**src/rtl/uart_pkg.sv**
```systemverilog
// uart_pkg: widths and depths shared by the UART receiver, transmitter and their FIFOs
package uart_pkg;
    localparam int UartDataWidth = 8;
    localparam int UartFifoDepth = 16;
endpackage

```
**src/rtl/uart_fifo_mem.sv**
```systemverilog
// uart_fifo_mem: register array with one synchronous write port and one asynchronous read port
module uart_fifo_mem #(
    parameter int DataWidth = 8,
    parameter int Depth = 16,
    parameter int AddrWidth = $clog2(Depth)
) (
    input  logic                 clk_i,
    input  logic                 we,
    input  logic [AddrWidth-1:0] waddr,
    input  logic [DataWidth-1:0] wdata,
    input  logic [AddrWidth-1:0] raddr,
    output logic [DataWidth-1:0] rdata
);
    logic [DataWidth-1:0] mem [Depth];
    always_ff @(posedge clk_i) begin
        if (we) mem[waddr] <= wdata;
    end
    assign rdata = mem[raddr];
endmodule

```
**src/rtl/uart_rx_fifo.sv**
```systemverilog
// uart_rx_fifo: first-word-fall-through receive buffer with fill level, threshold and sticky overflow
module uart_rx_fifo
    import uart_pkg::*;
#(
    parameter int DataWidth = UartDataWidth,
    parameter int Depth = UartFifoDepth,
    parameter int Threshold = 8
) (
    input  logic                     clk_i,
    input  logic                     rst_ni,
    input  logic                     dv_i,
    input  logic [DataWidth-1:0]     data_i,
    input  logic                     flush_i,
    input  logic                     clr_ovf_i,
    output logic                     rd_valid_o,
    input  logic                     rd_ready_i,
    output logic [DataWidth-1:0]     rd_data_o,
    output logic [$clog2(Depth):0]   level_o,
    output logic                     full_o,
    output logic                     thresh_o,
    output logic                     overflow_o
);
    localparam int AddrWidth = $clog2(Depth);
    logic [AddrWidth:0] wr_ptr, rd_ptr;
    logic push, pop, drop;
    always_comb begin
        rd_valid_o = wr_ptr != rd_ptr;
        level_o = wr_ptr - rd_ptr;
        full_o = wr_ptr == {~rd_ptr[AddrWidth], rd_ptr[AddrWidth-1:0]};
        thresh_o = level_o >= (AddrWidth+1)'(Threshold);
        // flush swallows any byte or pop arriving in the same cycle without flagging overflow
        push = dv_i && !full_o && !flush_i;
        drop = dv_i && full_o && !flush_i;
        pop = rd_valid_o && rd_ready_i && !flush_i;
    end
    always_ff @(posedge clk_i) begin
        if (!rst_ni) begin
            wr_ptr <= '0;
            rd_ptr <= '0;
            overflow_o <= 1'b0;
        end else begin
            wr_ptr <= push ? wr_ptr + 1'b1 : wr_ptr;
            rd_ptr <= flush_i ? wr_ptr : pop ? rd_ptr + 1'b1 : rd_ptr;
            overflow_o <= drop || (overflow_o && !clr_ovf_i);
        end
    end
    uart_fifo_mem #(
        .DataWidth(DataWidth),
        .Depth(Depth),
        .AddrWidth(AddrWidth)
    ) u_mem (
        .clk_i(clk_i),
        .we(push),
        .waddr(wr_ptr[AddrWidth-1:0]),
        .wdata(data_i),
        .raddr(rd_ptr[AddrWidth-1:0]),
        .rdata(rd_data_o)
    );
endmodule

```
**config.mk**
```make
export PLATFORM = sky130hd
export DESIGN_NAME = uart_rx_fifo
export DESIGN_NICKNAME = d
export VERILOG_FILES = /design/src/rtl/uart_pkg.sv /design/src/rtl/uart_fifo_mem.sv /design/src/rtl/uart_rx_fifo.sv
export SDC_FILE = /design/constraint.sdc
export NUM_CORES = 1
export LEC_CHECK = 0
export BUFFER_PORTS_ARGS = -buffer_cell sky130_fd_sc_hd__buf_4
export CAP_MARGIN = 5
export CORE_MARGIN = 2
export CORE_UTILIZATION = 25
export CTS_CLUSTER_SIZE = 20
export DETAILED_ROUTE_END_ITERATION = 16
export PLACE_DENSITY_LB_ADDON = 0.12
export SYNTH_ARGS = -nofsm -noshare
export SYNTH_HDL_FRONTEND = slang
export SYNTH_SLANG_ARGS = --single-unit
```
**constraint.sdc**
```tcl
create_clock -name clk_i -period 3 [get_ports clk_i]
set_clock_uncertainty 0.1 [all_clocks]
set_input_delay 0.15 -clock clk_i [delete_from_list [all_inputs] [get_ports clk_i]]
set_output_delay 0.15 -clock clk_i [all_outputs]
set_load 0.005 [all_outputs]
```
Yosys cells after proc, flatten, opt, wreduce, memory -nomap -nowiden
Memories as Yosys holds them, arrays and structs flattened. A register that Yosys moved wholly into a read port is not among the register bits.
Cells that the tools add are included.
- add/sub/neg operators: 3
- $lt $le $gt $ge: 1
- equal/unequal tests: 2
- muxes and demuxes: 6
- bitwise operators: 1
- reductions and logical operators: 12
- operator list (operator ; count):
    $add 5x1->5 const B ; 2
    $mux 5 ; 2
    $mux 4 ; 2
    $logic_and 1x1->1 ; 7
    $eq 5x5->1 ; 1
    $ge 5x4->1 const B ; 1
    $ne 5x5->1 ; 1
    $sub 5x5->5 ; 1
    $logic_not 1->1 ; 3
    $mux 1 ; 2
    $reduce_bool 2->1 ; 1
    $logic_or 1x1->1 ; 1
    $not 1->1 ; 1
- register bits: 11
- RAM bits: 128
- output and inout port bits: 17
- word-level logic and storage cells: 29
- memories: 1
- memories (name ; words ; bits a word ; rd ports ; clocked after Yosys merged registers in ; write ports ; RTL line ; source):
    u_mem.mem ; 16 ; 8 ; 1 ; 1 ; 1 ; uart_fifo_mem.sv:14 ; logic [DataWidth-1:0] mem [Depth];

Logic depth before layout (Yosys ltp)
Gate-level depths: netlist of the first run.
- depth after elaboration: 7
- mapped depth: 8

Hierarchy
From an unflattened synthesis of the first run, not the netlist that was laid out.
- cells, all modules: 329
- area total of the unflattened synthesis: 5884.4 µm²
- modules (own cells, without submodules) (module ; instances ; cells an instance ; area each (µm²)):
    uart_fifo_mem ; 1 ; 221 ; 4987.3
    uart_rx_fifo ; 1 ; 108 ; 897.1

Worst setup path before layout of the first run
No wires, ideal clock.
- path type: register to register
- from: register wr_ptr[0]
- to: memory u_mem.mem[0][0] (enable)
- setup time: 0.383 ns
- arrival: 1.878 ns
- data required time: 2.517 ns
- setup slack: 0.639 ns
- cell stages (with the launch flop): 7
- clock period less this slack: 2.361 ns
- cell sequence: dfxtp_1 inv_1 ha_1 and4_1 nand2_1 nand3_1 nor3_1
- word-level cells in the longest chain between the ends: 6
- ends and longest elaborated chain (element ; RTL line ; source):
    start, declared ; uart_rx_fifo.sv:24 ; logic [AddrWidth:0] wr_ptr, rd_ptr;
    start signal, assigned ; uart_rx_fifo.sv:42 ; wr_ptr <= push ? wr_ptr + 1'b1 : wr_ptr;
    $eq 5x5->1 ; uart_rx_fifo.sv:29 ; full_o = wr_ptr == {~rd_ptr[AddrWidth], rd_ptr[AddrWidth-1:0]};
    $logic_not 1->1 ; uart_rx_fifo.sv:32 ; push = dv_i && !full_o && !flush_i;
    $logic_and 1x1->1 (2 in series) ; uart_rx_fifo.sv:32 ;
    $mux 1 ; uart_fifo_mem.sv:16 ; if (we) mem[waddr] <= wdata;
    $mux 1 (not written as such) ; uart_fifo_mem.sv:16 ;
    end, declared ; uart_fifo_mem.sv:14 ;
Several ways; a longest one is shown, not always the timed one.

==> results of run 1 <==
per-stage QoR:
step | instances | hold WS (ns) | cell area, sq um
after CTS | 684 | 0.0907 | 7180
after floorplan | 322 | 0.149 | 5800
after global placement | 641 | 0.359 | 6460
final | 684 | 0.108 | 7180
after detailed placement | 641 | 0.361 | 6460
after global routing | 684 | 0.130 | 7180
area by class of cell:
class	instances	area (sq um)
tap	285	357
inverter	11	41.3
clock buffer	18	429
multi-input combinational	154	1550
fill	2244	15500
clock inverter	14	180
sequential	143	4150
timing repair buffer	59	483
worst paths after layout:
check,from,endpoint,cells past startpoint
setup / recovery,flip-flop,rd_data_o[5],5
hold / removal,rd_ready_i,rd_ptr[1],4
setup reg to reg,wr_ptr[0],u_mem.mem[0][6],7
hold reg to reg,rd_ptr[1],rd_ptr[1],2
layer usage:
metal / track usage / wire (um) / share of wire
met1: 0.166 / 6860 / 0.50
met2: 0.184 / 6330 / 0.46
met3: 0.0335 / 398 / 0.029
met4: 0.0419 / 153 / 0.011
met5: 0 / 0 / 0
sequential cells by signal, summed over array words and instances, names as in the netlist, named ones only:
name and cells:
overflow_o 1, rd_ptr 5, u_mem.mem 128, wr_ptr 5
tightest hold or removal path: cells and delay by family:
kind | cells | cell delay (ns)
AOI/OAI and AO/OA | 2 | 0.18
and+or+nand+nor | 1 | 0.11
buffers and inverters | 1 | 0.11
Yosys cell counts (4+ instances only):
cell type	n	area, sq um
a21oi_1	8	40.0
buf_1	4	15.0
nor2_1	18	67.6
edfxtp_1	128	3840
nor3_1	4	20.0
ha_1	9	113
clkbuf_1	5	18.8
nand3_1	7	35.0
mux4_2	32	721
nor2b_1	4	25.0
xnor2_1	4	35.0
inv_1	11	41.3
a22oi_1	16	120
nand2_1	15	56.3
xor2_1	4	35.0
o21ai_1	4	20.0
dfxtp_1	15	300
power groups by stage:
stage	clock (W)	combinational (W)	sequential (W)
3_5_place_dp	0	0.000343	0.00224
4_1_cts	0.00223	0.000356	0.00220
2_1_floorplan	0	0.000193	0.00223
3_3_place_gp	0	0.000345	0.00224
6_report	0.00217	0.000348	0.00220
5_1_grt	0.00232	0.000383	0.00220
kinds of logic (layout without fill, tap and decap cells):
kind of cell | count (synthesis) | count (layout) | share of synthesized area
simple gates | 59 | 59 | 0.0481
mux | 32 | 32 | 0.124
flops | 143 | 143 | 0.715
buf+inv | 25 | 102 | 0.0181
fa+ha+maj | 10 | 10 | 0.0229
compound gates | 44 | 44 | 0.0548
xor+xnor | 9 | 9 | 0.0168
==> results.yml, run 1 <==
critical_path:
  path_max_fanout: 22
  worstPathArrival_ns: 2.45
  crit_family: "flip-flops"
  max_stage_delay_ns: 0.61
  required_ns: 2.75
  worstSetupPathType: "reg -> out"
  rrSetupSlack_ns: 0.62
  crit_path_cell_trace: "buf_12 -> mux4_2 -> a22oi_1 -> nand2_1 -> buf_4"
  crit_buf_inv: 2
  startpoint_type: "flip-flop"
  cp_slowest_cell: "dfxtp_2"
  end_kind: "output port"
synth:
  syn_area_sq_um: 5800
  async_reset_ff_frac: 0
  ys_seq_area_frac: 0.715
  ys_types: 39
  yosysWarnings: 0
  ys.flop_type: "edfxtp_1"
  syn-num-nets: 346
  ys_seq_elements: 143
  synth_edf_count: 128
  syn_inst: 322
  syn_area_per_cell_sq_um: 18.0
sta:
  tightestPinTransition_ns: 0.770
  slew_violations: 0
  setup_violations: 0
  timing.final.ws_setup_ns: 0.303
  timing.final.crit_share: 0.899
  fin_crit_ns: 2.70
  rsz0062_at_grt: "no"
  max_slew_margin: 0.485
  finalSetupTns_ns: 0
  hold_violations: 0
  clock.fmax_ghz: 0.371
power_and_ir_drop:
  netSwitchingPower_w: 0.00105
  pwr-share-seq: 0.466
  internal-power_w: 0.00368
  total_power_w: 0.00472
  p_sw_frac: 0.221
  p_per_area_nw_per_um2: 657
  vdd_drop_max_v: 0.000344
  combPwrFrac: 0.074
  power.leakage_nw: 2.36
  clock_power_share: 0.460
route:
  routed_via_density: 4.47
  dr.pass1.iters: 4
  ant_nets: 0
  wl_per_cell_um: 20.1
  wirelength_mm: 13.7
  vias: 3059
  drt_iter0_markers: 184
  drc: 0
placement:
  place_ws_ns: 0.612
  gp_congestion: 0.781
  dp.final_hpwl_mm: 8.93
  portBuffers: 30
cts:
  clkTransAtPathRegs_ns: 0.06
  cts.sinks: 143
  tritoncts: "done"
  cts-resized-gates: 0
  cts_buffer_depth: 2
  post-cts-setup-buffers: 0
  clock_latency_ns: 0.42
  htree_levels: 4
  clock-root-buffer: "clkbuf_16"
  cts_hold_buf: 11
  cts_buffers: 17
final_layout:
  nNetsFinal: 410
  drive_gt1_frac: 0.288
  fin_util: 0.316
  syn_to_final_growth_pct: 23.9
  antenna_cells: 0
  final_cell_mix: "128 x edfxtp_1, 47 x buf_4, 32 x mux4_2"
  layout_commonest_cell: "edfxtp_1"
floorplan:
  core_sq_um: 22700
  boundaryPins: 31
  start_util: 0.255
  die_w_um: 156
  die_h_um: 156
  dieArea_sq_um: 24400
  rows: 55
global_route:
  grt_max_degree: 33
  antenna_found_initial: 0
  grtUsageTotal: 0.121
  grt_pass1_wl_mm: 20.9
  grt_overflow_total: 0
  grt_pass1_vias: 3307
flow_run:
  drv_cap: 0
min_path:
  min-delay-path-class: "in -> reg"
outcome:
  run_status: "completed"
(Power assumes the default switching activity.)
==> run 2, diff against run 1 <==
BUFFER_PORTS_ARGS = -buffer_cell sky130_fd_sc_hd__buf_2   (was -buffer_cell sky130_fd_sc_hd__buf_4)
==> results.yml, run 2 (same netlist as run 1, synthesis figures left out) <==
outcome:
  run_status: "completed"
floorplan:
  die_h_um: 156
  rows: 55
  boundaryPins: 31
  die_w_um: 156
  dieArea_sq_um: 24400
  core_sq_um: 22700
  start_util: 0.255
placement:
  place_ws_ns: 0.633
  place_area_sq_um: 6390
  gp_congestion: 0.788
  portBuffers: 30
  dp.final_hpwl_mm: 8.91
global_route:
  use_met1: 0.164
  use_met3: 0.0338
  grtUsageTotal: 0.119
  grt_pass1_wl_mm: 20.4
  grt_max_degree: 33
  antenna_found_initial: 0
  grt_overflow_total: 0
  grt_pass1_vias: 3116
  top_usage_layer: "met2"
  global_route.usage.met2: 0.185
min_path:
  hold_start: "data_i[1]"
  min-delay-path-class: "in -> reg"
  whs_path_depth: 1
  min_to: "u_mem.mem[2][1]"
final_layout:
  nNetsFinal: 402
  layout_commonest_cell: "edfxtp_1"
  fin_util: 0.310
  top_register: "u_mem.mem"
  drive_gt1_frac: 0.284
  final_cell_mix: "128 x edfxtp_1, 32 x mux4_2, 30 x buf_2"
  largest_reg_flops: 128
  postLayoutCellArea_sq_um: 7050
  antenna_cells: 0
  top_regs: "u_mem.mem: 128 flops, rd_ptr: 5 flops, wr_ptr: 5 flops"
  syn_to_final_growth_pct: 21.6
route:
  vias: 3070
  wirelength_mm: 13.6
  drt_iter0_markers: 187
  wl_per_cell_um: 20.1
  ant_nets: 0
  dr.pass1.iters: 4
  routed_via_density: 4.54
  drc: 0
critical_path:
  end_kind: "output port"
  rrSetupSlack_ns: 0.60
  worstReg2RegEnd: "u_mem.mem[0][5]"
  worstPathArrival_ns: 2.33
  reg2regPathDepth: 7
  startpoint_type: "flip-flop"
  worstSetupPathType: "reg -> out"
  required_ns: 2.75
  timing.rr.start: "wr_ptr[0]"
  path_max_fanout: 5
cts:
  clock_latency_ns: 0.41
  clock-root-buffer: "clkbuf_16"
  cts_buffer_depth: 2
  cts_buffers: 17
  clkTransAtPathRegs_ns: 0.06
  tritoncts: "done"
  cts.sinks: 143
  post-cts-setup-buffers: 0
  htree_levels: 4
sta:
  hold_violations: 0
  timing.final.ws_setup_ns: 0.425
  max_slew_margin: 0.484
  slew_violations: 0
  rsz0062_at_grt: "no"
  setup_violations: 0
  tightestPinTransition_ns: 0.772
  finalSetupTns_ns: 0
  fin_crit_ns: 2.58
  timing.final.crit_share: 0.858
  clock.fmax_ghz: 0.388
power_and_ir_drop:
  p_sw_frac: 0.202
  vdd_drop_max_v: 0.000328
  combPwrFrac: 0.068
  p_per_area_nw_per_um2: 674
  netSwitchingPower_w: 0.000960
  clock_power_share: 0.470
  internal-power_w: 0.00379
  power.leakage_nw: 2.30
  pwr-share-seq: 0.462
  total_power_w: 0.00475
flow_run:
  drv_cap: 0
## run 2: cell count changes in the layout (fill, tap and decap cells not counted)
cell,previous run,this run
buf_4,47,17
inv_6,4,0
clkinv_1,1,3
bufinv_16,3,5
inv_8,1,0
clkinv_4,2,0
buf_2,0,30
dlygate4sd3_1,11,3
clkbuf_1,1,3
clkinvlp_4,3,4
## run 2: critical path, cell delays in order (launching register included)
cell and delay (ns):
dfxtp_1 0.35, inv_1 0.17, ha_1 0.20, inv_1 0.05, fa_1 0.40, a21o_1 0.17, a21oi_1 0.17, xnor2_1 0.15
o21bai_1 0.13, buf_2 0.12
## run 2: power by group through the flow
stage | sequential (W) | clock (W) | combinational, W
after floorplan | 0.00223 | 0 | 0.000193
after global placement | 0.00224 | 0 | 0.000334
after detailed placement | 0.00224 | 0 | 0.000330
after CTS | 0.00219 | 0.00229 | 0.000334
after global routing | 0.00219 | 0.00238 | 0.000358
final | 0.00219 | 0.00223 | 0.000325
## run 2: final cells by class
class	instances	area, sq um
clock buffer	20	437
clock inverter	12	191
fill	2239	15700
inverter	11	41.3
multi-input combinational	154	1550
sequential	143	4150
tap	285	357
timing repair buffer	51	328
## run 2: routing by layer
metal / up-vias / share of wire
met3: 6 / 0.039
li1: 1403 / -
met4: 0 / 0.0085
met2: 64 / 0.47
met5: - / 0
met1: 1597 / 0.48
## run 2: metrics by stage
step,cells,hold WS [ns]
4_1_cts,676,0.0314
6_report,676,0.0408
3_5_place_dp,641,0.362
2_1_floorplan,322,0.149
3_3_place_gp,641,0.365
5_1_grt,676,0.0465
## run 2: worst max path at each step
stage                   start              end  cells after the start
detailed placement  wr_ptr[0]  u_mem.mem[1][2]                      7
floorplan           wr_ptr[0]  u_mem.mem[0][0]                      6
CTS                 wr_ptr[0]         thresh_o                      9
global route        wr_ptr[0]         thresh_o                      9
global placement    wr_ptr[0]  u_mem.mem[0][2]                      7
finish              wr_ptr[0]         thresh_o                      9
## run 2: timing repair
action | 4_1_cts | 5_1_grt
hold buffers | 3 | 0
endpoints found under the hold margin | 7 | 0
gates resized for setup | 0 | 0
